[src/rtl/alu_pkg.sv]
// Shared definitions for the ALU issue stage: ALU mode codes, main-decoder
// ALU class codes and the R-type funct encodings the decoder recognises.
package alu_pkg;

    localparam int DATA_W = 32;

    typedef logic [2:0] alu_mode_t;

    localparam alu_mode_t ALU_OR   = 3'b000;
    localparam alu_mode_t ALU_AND  = 3'b001;
    localparam alu_mode_t ALU_XOR  = 3'b010;
    localparam alu_mode_t ALU_ADD  = 3'b011;
    localparam alu_mode_t ALU_NOR  = 3'b100;
    localparam alu_mode_t ALU_NAND = 3'b101;
    localparam alu_mode_t ALU_SLT  = 3'b110;
    localparam alu_mode_t ALU_SUB  = 3'b111;

    localparam logic [1:0] ALUOP_ADD   = 2'b00;
    localparam logic [1:0] ALUOP_SUB   = 2'b01;
    localparam logic [1:0] ALUOP_RTYPE = 2'b10;
    localparam logic [1:0] ALUOP_RAW   = 2'b11;

    localparam logic [5:0] FUNCT_ADD = 6'b100000;
    localparam logic [5:0] FUNCT_SUB = 6'b100010;
    localparam logic [5:0] FUNCT_AND = 6'b100100;
    localparam logic [5:0] FUNCT_OR  = 6'b100101;
    localparam logic [5:0] FUNCT_XOR = 6'b100110;
    localparam logic [5:0] FUNCT_NOR = 6'b100111;
    localparam logic [5:0] FUNCT_SLT = 6'b101010;

endpackage

[src/rtl/alu_issue_stage_if.sv]
// Request/response bundle of the ALU issue stage.
//   request : in_valid, in_ready, alu_op, funct, a, b
//   response: out_valid, out_ready, result, zero, illegal
//   status  : illegal_cnt (saturating count of accepted illegal requests)
// master = requester/consumer side, slave = the issue stage.
interface alu_issue_stage_if;
    logic        in_valid;
    logic        in_ready;
    logic [1:0]  alu_op;
    logic [5:0]  funct;
    logic [31:0] a;
    logic [31:0] b;
    logic        out_valid;
    logic        out_ready;
    logic [31:0] result;
    logic        zero;
    logic        illegal;
    logic [15:0] illegal_cnt;

    modport master (
        output in_valid, alu_op, funct, a, b, out_ready,
        input  in_ready, out_valid, result, zero, illegal, illegal_cnt
    );

    modport slave (
        input  in_valid, alu_op, funct, a, b, out_ready,
        output in_ready, out_valid, result, zero, illegal, illegal_cnt
    );
endinterface

[src/rtl/alu_issue_stage_alu.sv]
// alu32: the existing combinational 32-bit ALU.
//   i_mode   : 3-bit mode code
//   i_a, i_b : operands
//   o_result : ALU output
module alu32
    import alu_pkg::*;
(
    input  alu_mode_t   i_mode,
    input  logic [31:0] i_a,
    input  logic [31:0] i_b,
    output logic [31:0] o_result
);

    logic [31:0] w_diff;

    assign w_diff = i_a - i_b;

    always_comb begin
        o_result = 32'd0;
        case (i_mode)
            ALU_OR:   o_result = i_a | i_b;
            ALU_AND:  o_result = i_a & i_b;
            ALU_XOR:  o_result = i_a ^ i_b;
            ALU_ADD:  o_result = i_a + i_b;
            ALU_NOR:  o_result = ~(i_a | i_b);
            ALU_NAND: o_result = ~(i_a & i_b);
            // Sign of the wrapped difference, as the original ALU does.
            ALU_SLT:  o_result = {31'd0, w_diff[31]};
            default:  o_result = w_diff;
        endcase
    end

endmodule

[src/rtl/alu_issue_stage_decode.sv]
// alu_mode_decode: combinational translation of (alu_op, funct) into the
// ALU 3-bit mode code.
//   i_alu_op  : main-decoder ALU class
//   i_funct   : instruction funct field
//   o_mode    : ALU mode code
//   o_illegal : R-type funct not recognised (mode falls back to ADD)
module alu_mode_decode
    import alu_pkg::*;
(
    input  logic [1:0] i_alu_op,
    input  logic [5:0] i_funct,
    output alu_mode_t  o_mode,
    output logic       o_illegal
);

    always_comb begin
        o_mode    = ALU_ADD;
        o_illegal = 1'b0;
        case (i_alu_op)
            ALUOP_ADD: o_mode = ALU_ADD;
            ALUOP_SUB: o_mode = ALU_SUB;
            ALUOP_RAW: o_mode = i_funct[2:0];
            default: begin
                case (i_funct)
                    FUNCT_ADD: o_mode = ALU_ADD;
                    FUNCT_SUB: o_mode = ALU_SUB;
                    FUNCT_AND: o_mode = ALU_AND;
                    FUNCT_OR:  o_mode = ALU_OR;
                    FUNCT_XOR: o_mode = ALU_XOR;
                    FUNCT_NOR: o_mode = ALU_NOR;
                    FUNCT_SLT: o_mode = ALU_SLT;
                    default: begin
                        // Unknown op still executes as ADD so the pipe never bubbles.
                        o_mode    = ALU_ADD;
                        o_illegal = 1'b1;
                    end
                endcase
            end
        endcase
    end

endmodule

[src/rtl/alu_issue_stage.sv]
// alu_issue_stage: two-stage pipelined front end for the 32-bit ALU.
// Stage 1 registers the decoded mode, operands and illegal flag; stage 2
// registers the ALU result, zero flag and illegal flag.
//   clk   : rising-edge clock
//   rst_n : asynchronous active-low reset, flushes both stages
//   bus   : request/response handshakes and illegal_cnt (slave side)
module alu_issue_stage
    import alu_pkg::*;
(
    input  logic               clk,
    input  logic               rst_n,
    alu_issue_stage_if.slave   bus
);

    alu_mode_t   w_dec_mode;
    logic        w_dec_illegal;
    logic [31:0] w_alu_result;

    logic        w_s2_adv;
    logic        w_s1_adv;
    logic        w_in_ready;
    logic        w_accept;

    logic        r_s1_valid;
    alu_mode_t   r_s1_mode;
    logic [31:0] r_s1_a;
    logic [31:0] r_s1_b;
    logic        r_s1_illegal;

    logic        r_s2_valid;
    logic [31:0] r_result;
    logic        r_zero;
    logic        r_illegal;

    logic [15:0] r_illegal_cnt;

    alu_mode_decode u_decode (
        .i_alu_op  (bus.alu_op),
        .i_funct   (bus.funct),
        .o_mode    (w_dec_mode),
        .o_illegal (w_dec_illegal)
    );

    alu32 u_alu (
        .i_mode   (r_s1_mode),
        .i_a      (r_s1_a),
        .i_b      (r_s1_b),
        .o_result (w_alu_result)
    );

    // in_ready depends on out_ready and register state only, never on in_valid.
    assign w_s2_adv   = !r_s2_valid || bus.out_ready;
    assign w_s1_adv   = r_s1_valid && w_s2_adv;
    assign w_in_ready = !r_s1_valid || w_s2_adv;
    assign w_accept   = bus.in_valid && w_in_ready;

    always_ff @(posedge clk or negedge rst_n) begin
        if (!rst_n) begin
            r_s1_valid   <= 1'b0;
            r_s1_mode    <= ALU_ADD;
            r_s1_a       <= 32'd0;
            r_s1_b       <= 32'd0;
            r_s1_illegal <= 1'b0;
        end else if (w_accept) begin
            r_s1_valid   <= 1'b1;
            r_s1_mode    <= w_dec_mode;
            r_s1_a       <= bus.a;
            r_s1_b       <= bus.b;
            r_s1_illegal <= w_dec_illegal;
        end else if (w_s1_adv) begin
            r_s1_valid   <= 1'b0;
        end
    end

    always_ff @(posedge clk or negedge rst_n) begin
        if (!rst_n) begin
            r_s2_valid <= 1'b0;
            r_result   <= 32'd0;
            r_zero     <= 1'b0;
            r_illegal  <= 1'b0;
        end else if (w_s2_adv) begin
            r_s2_valid <= r_s1_valid;
            // Data only moves with a real op so a drained stage keeps its last value.
            if (r_s1_valid) begin
                r_result  <= w_alu_result;
                r_zero    <= (w_alu_result == 32'd0);
                r_illegal <= r_s1_illegal;
            end
        end
    end

    always_ff @(posedge clk or negedge rst_n) begin
        if (!rst_n) begin
            r_illegal_cnt <= 16'd0;
        end else if (w_accept && w_dec_illegal && (r_illegal_cnt != 16'hFFFF)) begin
            r_illegal_cnt <= r_illegal_cnt + 16'd1;
        end
    end

    assign bus.in_ready    = w_in_ready;
    assign bus.out_valid   = r_s2_valid;
    assign bus.result      = r_result;
    assign bus.zero        = r_zero;
    assign bus.illegal     = r_illegal;
    assign bus.illegal_cnt = r_illegal_cnt;

endmodule

[src/flat_wrapper.sv]
// flat-port wrapper written by rule: the top's interface ports become plain ports
module alu_issue_stage_flat import alu_pkg::*;
  (clk, rst_n, bus_in_valid, bus_alu_op, bus_funct, bus_a, bus_b, bus_out_ready, bus_in_ready, bus_out_valid, bus_result, bus_zero, bus_illegal, bus_illegal_cnt);
  alu_issue_stage_if bus_i ();
  input  logic clk;
  input  logic rst_n;
  input wire logic [$bits(bus_i.in_valid)-1:0] bus_in_valid;
  input wire logic [$bits(bus_i.alu_op)-1:0] bus_alu_op;
  input wire logic [$bits(bus_i.funct)-1:0] bus_funct;
  input wire logic [$bits(bus_i.a)-1:0] bus_a;
  input wire logic [$bits(bus_i.b)-1:0] bus_b;
  input wire logic [$bits(bus_i.out_ready)-1:0] bus_out_ready;
  output wire logic [$bits(bus_i.in_ready)-1:0] bus_in_ready;
  output wire logic [$bits(bus_i.out_valid)-1:0] bus_out_valid;
  output wire logic [$bits(bus_i.result)-1:0] bus_result;
  output wire logic [$bits(bus_i.zero)-1:0] bus_zero;
  output wire logic [$bits(bus_i.illegal)-1:0] bus_illegal;
  output wire logic [$bits(bus_i.illegal_cnt)-1:0] bus_illegal_cnt;
  assign bus_i.in_valid = bus_in_valid;
  assign bus_i.alu_op = bus_alu_op;
  assign bus_i.funct = bus_funct;
  assign bus_i.a = bus_a;
  assign bus_i.b = bus_b;
  assign bus_i.out_ready = bus_out_ready;
  assign bus_in_ready = bus_i.in_ready;
  assign bus_out_valid = bus_i.out_valid;
  assign bus_result = bus_i.result;
  assign bus_zero = bus_i.zero;
  assign bus_illegal = bus_i.illegal;
  assign bus_illegal_cnt = bus_i.illegal_cnt;
  alu_issue_stage u_core (.clk(clk), .rst_n(rst_n), .bus(bus_i));
endmodule
[config.mk]
export PLATFORM = sky130hd
export DESIGN_NAME = alu_issue_stage_flat
export DESIGN_NICKNAME = d
export VERILOG_FILES = /design/src/rtl/alu_pkg.sv /design/src/rtl/alu_issue_stage_if.sv /design/src/rtl/alu_issue_stage_alu.sv /design/src/rtl/alu_issue_stage_decode.sv /design/src/rtl/alu_issue_stage.sv /design/src/flat_wrapper.sv
export SDC_FILE = /design/constraint.sdc
export NUM_CORES = 1
export LEC_CHECK = 0
export BUFFER_PORTS_ARGS = -buffer_cell sky130_fd_sc_hd__buf_2
export CAP_MARGIN = 20
export CORE_MARGIN = 2
export CORE_UTILIZATION = 30
export DETAILED_ROUTE_END_ITERATION = 8
export PLACE_DENSITY_LB_ADDON = 0.25
export SYNTH_ARGS = -nofsm -noshare
export SYNTH_HDL_FRONTEND = slang
export SYNTH_HIERARCHICAL = 1
export SYNTH_SLANG_ARGS = --single-unit
[constraint.sdc]
create_clock -name clk -period 3.8 [get_ports clk]
set_input_delay 0.19 -clock clk [delete_from_list [all_inputs] [get_ports clk]]
set_output_delay 0.19 -clock clk [all_outputs]
set_load 0.005 [all_outputs]
Yosys cells after proc, flatten, opt, wreduce, memory -nomap -nowiden
Cells that the tools add are included.

word-level totals
  register bits = 120
  output and inout bits = 52
  word-level logic and storage cells = 56

cells by class
  add/sub/neg operators = 3
  equal/unequal tests = 16
  mux-type cells = 7
  bitwise logic cells = 5
  reductions and logical operators = 15

operator list
  operator                 count
  $pmux W32 S7             1
  $not A32 Y32             2
  $eq A6 B6 Y1 const B     7
  $add A32 B32 Y32         1
  $and A32 B32 Y32         1
  $logic_not A32 Y1        1
  $or A32 B32 Y32          1
  $sub A32 B32 Y32         1
  $xor A32 B32 Y32         1
  $pmux W3 S6              1
  $add A16 B1 Y16 const B  1
  $ne A16 B16 Y1 const B   1
  $eq A3 B3 Y1 const B     3
  $pmux W3 S3              1
  $reduce_or A7 Y1         1
  $eq A3 B2 Y1 const B     2
  $logic_and A1 B1 Y1      4
  $mux W1                  4
  $eq A3 B1 Y1 const B     1
  $logic_not A3 Y1         1
  $reduce_or A3 Y1         1
  $eq A2 B1 Y1 const B     1
  $eq A2 B2 Y1 const B     1
  $logic_not A1 Y1         2
  other kinds (4)          5

Longest topological paths before layout
Gate-level depths: netlist of run 1.

  word-level depth = 6
  gate-level depth with buffers = 17

By module
The synthesis of run 1 kept the hierarchy.

by module, submodules not included
  module           instances  cells each  area each (µm²)  sequential area each (µm²)
  alu32            1          883         5686.7           0.0
  alu_issue_stage  1          309         4750.8           3005.4
  alu_mode_decode  1          22          131.4            0.0

Worst setup path before layout of run 1
Ideal clock, no wire load.

  kind = flip-flop to flip-flop
  start = reg u_core.r_s1_a[1]
  end = reg u_core.r_zero, in the netlist u_core/bus.zero
  setup time = 96 ps
  arrival = 3487 ps
  data required time = 3704 ps
  path slack = 218 ps
  stages on the path, launching flop included = 16
  buffers on the path = 0
  period minus slack after synthesis = 3582 ps
  path through = dfrtp_1 inv_1 ha_1 a211oi_4 o211ai_2 a31o_2 a31oi_4 o31ai_2 o41a_1 a31oi_2 xnor2_1 and2_1 a311o_1 nor4_1 nand4_1 o31ai_1

on the way
  elaborated cells on any way between the ends = 9

RTL lines
  element                                                      RTL line                                              source
  start: declaration                                           alu_issue_stage.sv:26                                 logic [31:0] r_s1_a;
  start signal: assignment                                     alu_issue_stage.sv:67                                 r_s1_a <= bus.a;
  $sub A32 B32 Y32 / $add A32 B32 Y32 (equally long branches)  alu_issue_stage_alu.sv:16, alu_issue_stage_alu.sv:24
  $pmux W32 S7 (*)                                             alu_issue_stage_alu.sv:20                             case (i_mode)
  named net u_core.w_alu_result[27]                            alu_issue_stage.sv:17                                 logic [31:0] w_alu_result;
  $logic_not A32 Y1 (*)                                        alu_issue_stage.sv:86                                 r_zero <= (w_alu_result == 32'd0);
  end signal: assignment                                       alu_issue_stage.sv:86
  end: declaration                                             alu_issue_stage.sv:32                                 logic r_zero;

Mark *: on every way through the listed nets, which the timed path passes. The rest lies on a longest branch.
A chain may end at the register's enable or synchronous reset.

Worst setup path in the final report of run 1
  start = reg u_core.r_s1_b[0]
  end = reg u_core.r_zero, in the netlist u_core/bus.zero

on the way
  elaborated cells on any way between the ends = 9

RTL lines
  element                                                      RTL line                                              source
  start: declaration                                           alu_issue_stage.sv:27                                 logic [31:0] r_s1_b;
  start signal: assignment                                     alu_issue_stage.sv:68                                 r_s1_b <= bus.b;
  $sub A32 B32 Y32 / $add A32 B32 Y32 (equally long branches)  alu_issue_stage_alu.sv:16, alu_issue_stage_alu.sv:24
  $pmux W32 S7 (*)                                             alu_issue_stage_alu.sv:20
  named net u_core.w_alu_result[16]                            alu_issue_stage.sv:17
  $logic_not A32 Y1 (*)                                        alu_issue_stage.sv:86

Marked as above.

==> results of run 1 <==
[cell usage in the layout (no fill, tap or decap), types with 53 or more instances in the layout]
cell           count
nand2_1           82
nor2_1           106
dfrtp_1          117
mux2_2           103
dlygate4sd3_1     53
inv_1             96
buf_4            148
a21oi_1           88
buf_2            126
ha_1              96
[stage by stage]
stage | setup WS (ns) | setup TNS (ns) | total power [mW]
2_1_floorplan | 0.218 | 0 | 4.16
3_3_place_gp | -0.349 | -0.349 | 5.69
3_5_place_dp | -0.424 | -0.424 | 5.73
4_1_cts | 0.000555 | 0 | 7.67
5_1_grt | -0.128 | -0.128 | 8.50
6_report | 0.0634 | 0 | 7.93
[cell families after synthesis]
family | synth area share [%]
mux | 11.8
simple gates | 15.8
buf+inv | 6.70
compound gates | 19.3
flops | 28.4
xor+xnor | 5.14
fa+ha+maj | 12.8
[power by group through the flow]
stage	sequential, mW	clock (mW)	combinational, mW
4_1_cts	1.80	1.79	4.07
3_5_place_dp	1.83	0	3.90
6_report	1.80	1.74	4.39
3_3_place_gp	1.82	0	3.87
2_1_floorplan	1.82	0	2.35
5_1_grt	1.85	1.84	4.81
[worst max-delay path: stages (launching register included)]
cell and delay (ns):
dfrtp_1 0.39, buf_6 0.12, ha_4 0.14, inv_2 0.04, fa_2 0.35, nor2b_4 0.14, o311a_4 0.38, a21oi_4 0.15
and2_4 0.17, o31a_1 0.22, o31ai_4 0.10, a21o_1 0.19, a21oi_2 0.13, mux2i_1 0.22, nor2_2 0.09, nor4_4 0.39
nand4_1 0.15, o31ai_2 0.25
[layout make-up]
type	instances	area share, %
repair buffers	330	16.3
clock inverters	13	1.17
well taps	455	3.98
clock buffers	19	3.17
flip-flops and latches	120	21.0
inverters	108	2.84
multi-input cells	917	51.5
[flip-flops by register name (all words and copies together) (netlist names)]
name and cells:
u_core/r_s1_mode 3, u_core/bus.zero 1, u_core/bus.illegal 1, u_core/r_s1_b 32
u_core/r_s1_a 32, u_core/bus.out_valid 1, u_core/r_s1_illegal 1, u_core/r_s1_valid 1
u_core/bus.result 32, u_core/bus.illegal_cnt 16
[per-layer routing]
layer	track usage, %	vias to the layer above	share of wire, %
met4	7.51	0	2.7
met2	30.0	330	46
met3	3.95	65	5.8
li1	-	4832	-
met5	0	-	0
met1	25.3	4807	46
[worst paths after layout]
| path | startpoint | end | cells after the start |
|---|---|---|---|
| min | bus_b[5] | u_core/r_s1_b[5] | 2 |
| max in group asynchronous | rst_n | u_core/r_s1_mode[1] | 3 |
| max reg2reg | u_core/r_s1_b[0] | u_core/bus.zero | 17 |
| min in group asynchronous | rst_n | u_core/r_s1_b[27] | 2 |
| min reg2reg | u_core/r_s1_illegal | u_core/r_s1_illegal | 2 |
| max | u_core/r_s1_b[0] | u_core/bus.zero | 17 |
[repair_timing]
| action | CTS | global route |
|---|---|---|
| hold buffers | 53 | 0 |
| endpoints found under the hold margin | 106 | 0 |
| setup endpoints to repair | 1 | 2 |
| pin swaps | 11 | 45 |
| cloned | 0 | 0 |
| buffers inserted | 1 | 12 |
| gates resized for setup | 25 | 72 |
==> results.toml, run 1 <==
[run_status]
status = "finished clean"

[power]
intPower_mw = 4.70
pwr_density_cell_nw_per_um2 = 555
ir_worst_vdd_uv = 238
pwr-share-seq_pct = 22.7
combinationalPowerShare_pct = 55.4
netSwitchingPower_mw = 3.23
power_frac_clock_pct = 22.0
leakage_nw = 6.58
switching_share_pct = 40.7

[detailed_routing]
vias_per_cell = 5.11
routedWlPerCell_um = 17.6
detailedRoute.firstPassIterationCount = 5
antenna_left = 0
drc = 0
wirelength_um = 34500
drt_iter0_drc = 630
dr_total_vias = 10000

[final_layout]
final_util_pct = 41.3
fillers = 3459
seqCellArea_sq_um = 3010
drive_gt1_share_pct = 35.1
design_area_sq_um = 14300
diodes = 0
multiInputGateArea_sq_um = 7360
area_growth_pct = 35.2
fin_cells = 1962
final_net_count = 1677

[timing]
timing.final.hold_violations = 0
finalCritPeriodShare_pct = 98.3
holdWs_ns = 0.00471
clock_skew_ns = 0.0118
fmax_mhz = 268
worst_pin_slew_ns = 0.738
fin_crit_ns = 3.74
relSlewSlack_pct = 50.8
rsz0062_at_grt = "yes"
slew_violations = 0
setup_violations = 0

[clock_tree]
cts_root_buf = "clkbuf_16"
insertion_delay_ns = 0.43
h-tree-depth = 4
clk_path_buf_depth = 2
tritoncts = "built"
cts.sinks = 120
numCtsBuffers = 17
path_clk_slew_ns = 0.07

[floorplan]
rows = 68
die_height_um = 192
core-area_sq_um = 34600
start_util_pct = 30.5
dieArea_sq_um = 36700
io_pins = 128
die_w_um = 192

[critical_path]
cp.required_ns = 4.14
critPathMaxFanout = 3
worst_setup_path_start_kind = "register"
reg2reg_setup_slack_ns = 0.06
critPathKind = "register to register"
arrival_ns = 4.07
end_kind = "register"

[placed_design]
place.gp.congestion = 0.935
placed_area_sq_um = 12500
dp.final_hpwl_um = 26400
portBuffers = 127
place_inst = 1864

[global_routing]
grt_pass1_vias = 9974
grt_pass1_wl_um = 54100
grt_max_degree = 69
antenna_found_initial = 0
grt_usage_pct = 19.0
overflow = 0

[synthesis]
synth_cell_types = 92
synth_commonest_cells = "dfrtp_1, nor2_1, ha_1"
synth_edf_count = 0
yosysTopAreaCellShare_pct = 27.9
syn-num-nets = 1397
synth_cells = 1214
ys_ff_latch = 120
yosysWarnings = 6
synthArstFlopShare_pct = 100
yosysTopAreaCell = "dfrtp_1"
ys_top_cells_by_area = "dfrtp_1, ha_1, mux2_2"
seq_area_frac_synth_pct = 28.4
synthFlopType = "dfrtp_1"
syn_area_sq_um = 10600
syn_avg_cell_area_sq_um = 8.71
synth.most_common_cell = "dfrtp_1"

[run]
max_cap_violations = 0

[hold_path]
worstHoldPathType = "input pin to register"
Power figures use the tool's default switching activity.
==> run 2: changes to the inputs <==
--- a/config.mk
+++ b/config.mk
@@ -5,6 +5,7 @@
 export SDC_FILE = /design/constraint.sdc
 export NUM_CORES = 1
 export LEC_CHECK = 0
+export ABC_AREA = 1
 export BUFFER_PORTS_ARGS = -buffer_cell sky130_fd_sc_hd__buf_2
 export CAP_MARGIN = 20
 export CORE_MARGIN = 2
==> constraint.sdc (replaced) <==
create_clock -name clk -period 3.6 [get_ports clk]
set_input_delay 0.18 -clock clk [delete_from_list [all_inputs] [get_ports clk]]
set_output_delay 0.18 -clock clk [all_outputs]
set_load 0.005 [all_outputs]
==> results.toml, run 2 <==
[run_status]
status = "finished clean"

[synthesis]
synthFlopType = "dfrtp_1"
synthArstFlopShare_pct = 100
syn_area_sq_um = 11900
ys_ff_latch = 120
syn-num-nets = 2052
yosysWarnings = 6
seq_area_frac_synth_pct = 25.4
synth.most_common_cell = "nand2_1"
syn_avg_cell_area_sq_um = 6.34
ys_top_cells_by_area = "dfrtp_1, nand2_1, ha_1"
synth_cells = 1869
yosysTopAreaCell = "dfrtp_1"
synth_commonest_cells = "nand2_1, inv_1, nor2_1"
yosysTopAreaCellShare_pct = 24.9
synth_cell_types = 51
synth_edf_count = 0

[detailed_routing]
detailedRoute.firstPassIterationCount = 7
dr_total_vias = 12500
vias_per_cell = 4.87
wirelength_um = 43800
drc = 0
drt_iter0_drc = 920
routedWlPerCell_um = 17.1
antenna_left = 0

[floorplan]
start_util_pct = 30.5
io_pins = 128
die_height_um = 203
rows = 72
die_w_um = 203
core-area_sq_um = 38800
dieArea_sq_um = 41100

[power]
power_frac_clock_pct = 24.1
switching_share_pct = 46.9
netSwitchingPower_mw = 3.66
pwr-share-seq_pct = 25.0
pwr_density_cell_nw_per_um2 = 551
combinationalPowerShare_pct = 50.9
ir_worst_vdd_uv = 376
leakage_nw = 7.60
intPower_mw = 4.14

[final_layout]
design_area_sq_um = 14200
area_growth_pct = 19.5
final_net_count = 2213
multiInputGateArea_sq_um = 7340
seqCellArea_sq_um = 3010
final_cell_mix = "nand2_1, inv_1, nor2_1, nand3_1, buf_2"
fillers = 4290
drive_gt1_share_pct = 13.1
final_common_cell = "nand2_1"

[critical_path]
arrival_ns = 3.50
cp.required_ns = 3.97
end_kind = "register"
critPathMaxFanout = 5
timing.rr.end = "u_core/bus.zero"
reg2reg_setup_slack_ns = 0.46
rr_startpoint = "u_core/r_s1_b[0]"
worst_setup_path_start_kind = "register"
worst_r2r_path_depth = 20
critPathKind = "register to register"

[clock_tree]
path_clk_slew_ns = 0.06
cts_resized = 0
clk_path_buf_depth = 2
cts_setup_buffers = 0
cts.sinks = 120
h-tree-depth = 4
insertion_delay_ns = 0.45
tritoncts = "built"
cts_root_buf = "clkbuf_16"
numCtsBuffers = 17

[global_routing]
grt_usage_pct = 21.6
grt_pass1_wl_um = 68600
grt_pass1_vias = 12000
overflow = 0
antenna_found_initial = 0
grt_max_degree = 66

[timing]
fin_crit_ns = 3.14
relSlewSlack_pct = 34.0
finalCritPeriodShare_pct = 87.2
rsz0062_at_grt = "no"
slew_violations = 0
timing.final.hold_violations = 0
tns_ns = 0
fmax_mhz = 319
setup_violations = 0
worst_pin_slew_ns = 0.986
clock_skew_ns = 0.0120

[hold_path]
whs_path_depth = 3
worstHoldPathType = "input pin to register"
worstHoldEndpoint = "u_core/r_s1_a[19]"
worst_hold_startpoint = "bus_a[19]"

[placed_design]
place.gp.congestion = 0.973
portBuffers = 127
dp.final_hpwl_um = 34500
placed_area_sq_um = 12900

[run]
max_cap_violations = 0
run 2: changes by cell type after synthesis, moves of 33 or more:
cell,previous run,this run
inv_1,100,267
o21ai_0,46,81
xnor2_1,40,7
nand3_1,27,131
nand2_1,84,653
mux2_2,103,0
run 2: cell type report:
| cell class | count | area share [%] |
|---|---|---|
| repair buffers | 209 | 10.2 |
| flip-flops and latches | 120 | 21.2 |
| inverters | 288 | 7.67 |
| clock buffers | 18 | 3.10 |
| clock inverters | 14 | 1.39 |
| well taps | 518 | 4.58 |
| multi-input cells | 1394 | 51.9 |
| diodes | 1 | 0.0177 |
run 2: worst max-delay path: stages (launching register included):
cell and delay (ns):
dfrtp_1 0.39, ha_1 0.22, inv_1 0.08, fa_1 0.41, inv_1 0.13, nand3_1 0.09, nand3_1 0.22, nand2_1 0.11
nand2_1 0.11, nand3_1 0.13, nand2_1 0.19, nand2_1 0.13, nand2_1 0.09, nand2_1 0.05, nand3_1 0.07, nand3_1 0.11
inv_1 0.11, nand4_1 0.12, nor2_1 0.11, nand2_1 0.06, o21bai_1 0.14
run 2: power groups by stage:
| stage | Combinational [mW] | Clock [mW] | Sequential, mW |
|---|---|---|---|
| after floorplan | 2.56 | 0 | 1.94 |
| after global placement | 3.86 | 0 | 1.96 |
| after detailed placement | 3.86 | 0 | 1.98 |
| after CTS | 3.93 | 1.94 | 1.95 |
| after global routing | 4.43 | 2.00 | 2.01 |
| final | 3.97 | 1.88 | 1.95 |
run 2: through the flow:
stage | std cells | power [mW] | utilization (%) | hold slack (ns) | worst slack [ns]
6_report | 2562 | 7.81 | 36.5 | 0.00219 | 0.462
5_1_grt | 2561 | 8.43 | 36.5 | 0.0149 | 0.139
4_1_cts | 2561 | 7.83 | 36.5 | 0.00278 | 0.487
3_5_place_dp | 2465 | 5.84 | 33.2 | 0.290 | 0.540
3_3_place_gp | 2465 | 5.82 | 33.2 | 0.288 | 0.489
2_1_floorplan | 1869 | 4.49 | - | -0.116 | 1.29
run 2: kinds of logic (layout without fill, tap and decap cells):
family / after synthesis / in the layout / share of synthesized area (%)
adders and majority gates: 107 / 107 / 11.4
and+or+nand+nor: 1017 / 1017 / 36.3
xor gates and xnor gates: 13 / 13 / 0.961
AOI/OAI and AO/OA: 257 / 257 / 13.2
DFF: 120 / 120 / 25.4
other: 0 / 1 / 0
buffers and inverters: 355 / 529 / 12.7
run 2: routing by layer:
layer	up-vias	wire length (um)	global-route usage [%]
met5	-	0	0
met4	0	824	6.10
met3	41	2790	2.78
met2	411	18700	32.8
met1	5796	21500	31.9
li1	6218	-	-
run 2: worst max path at each step:
stage	from	to	slack (ns)
floorplan	u_core/r_s1_b[0]	u_core/bus.zero	1.29
global placement	u_core/r_s1_b[0]	u_core/bus.zero	0.49
detailed placement	u_core/r_s1_b[0]	u_core/bus.zero	0.54
CTS	u_core/r_s1_b[0]	u_core/bus.zero	0.49
global route	u_core/r_s1_a[6]	u_core/bus.zero	0.14
finish	u_core/r_s1_b[0]	u_core/bus.zero	0.46
run 2: repair_timing:
item	CTS	global route
endpoints found under the hold margin	118	0
hold buffers	64	0
setup endpoints to repair	0	0
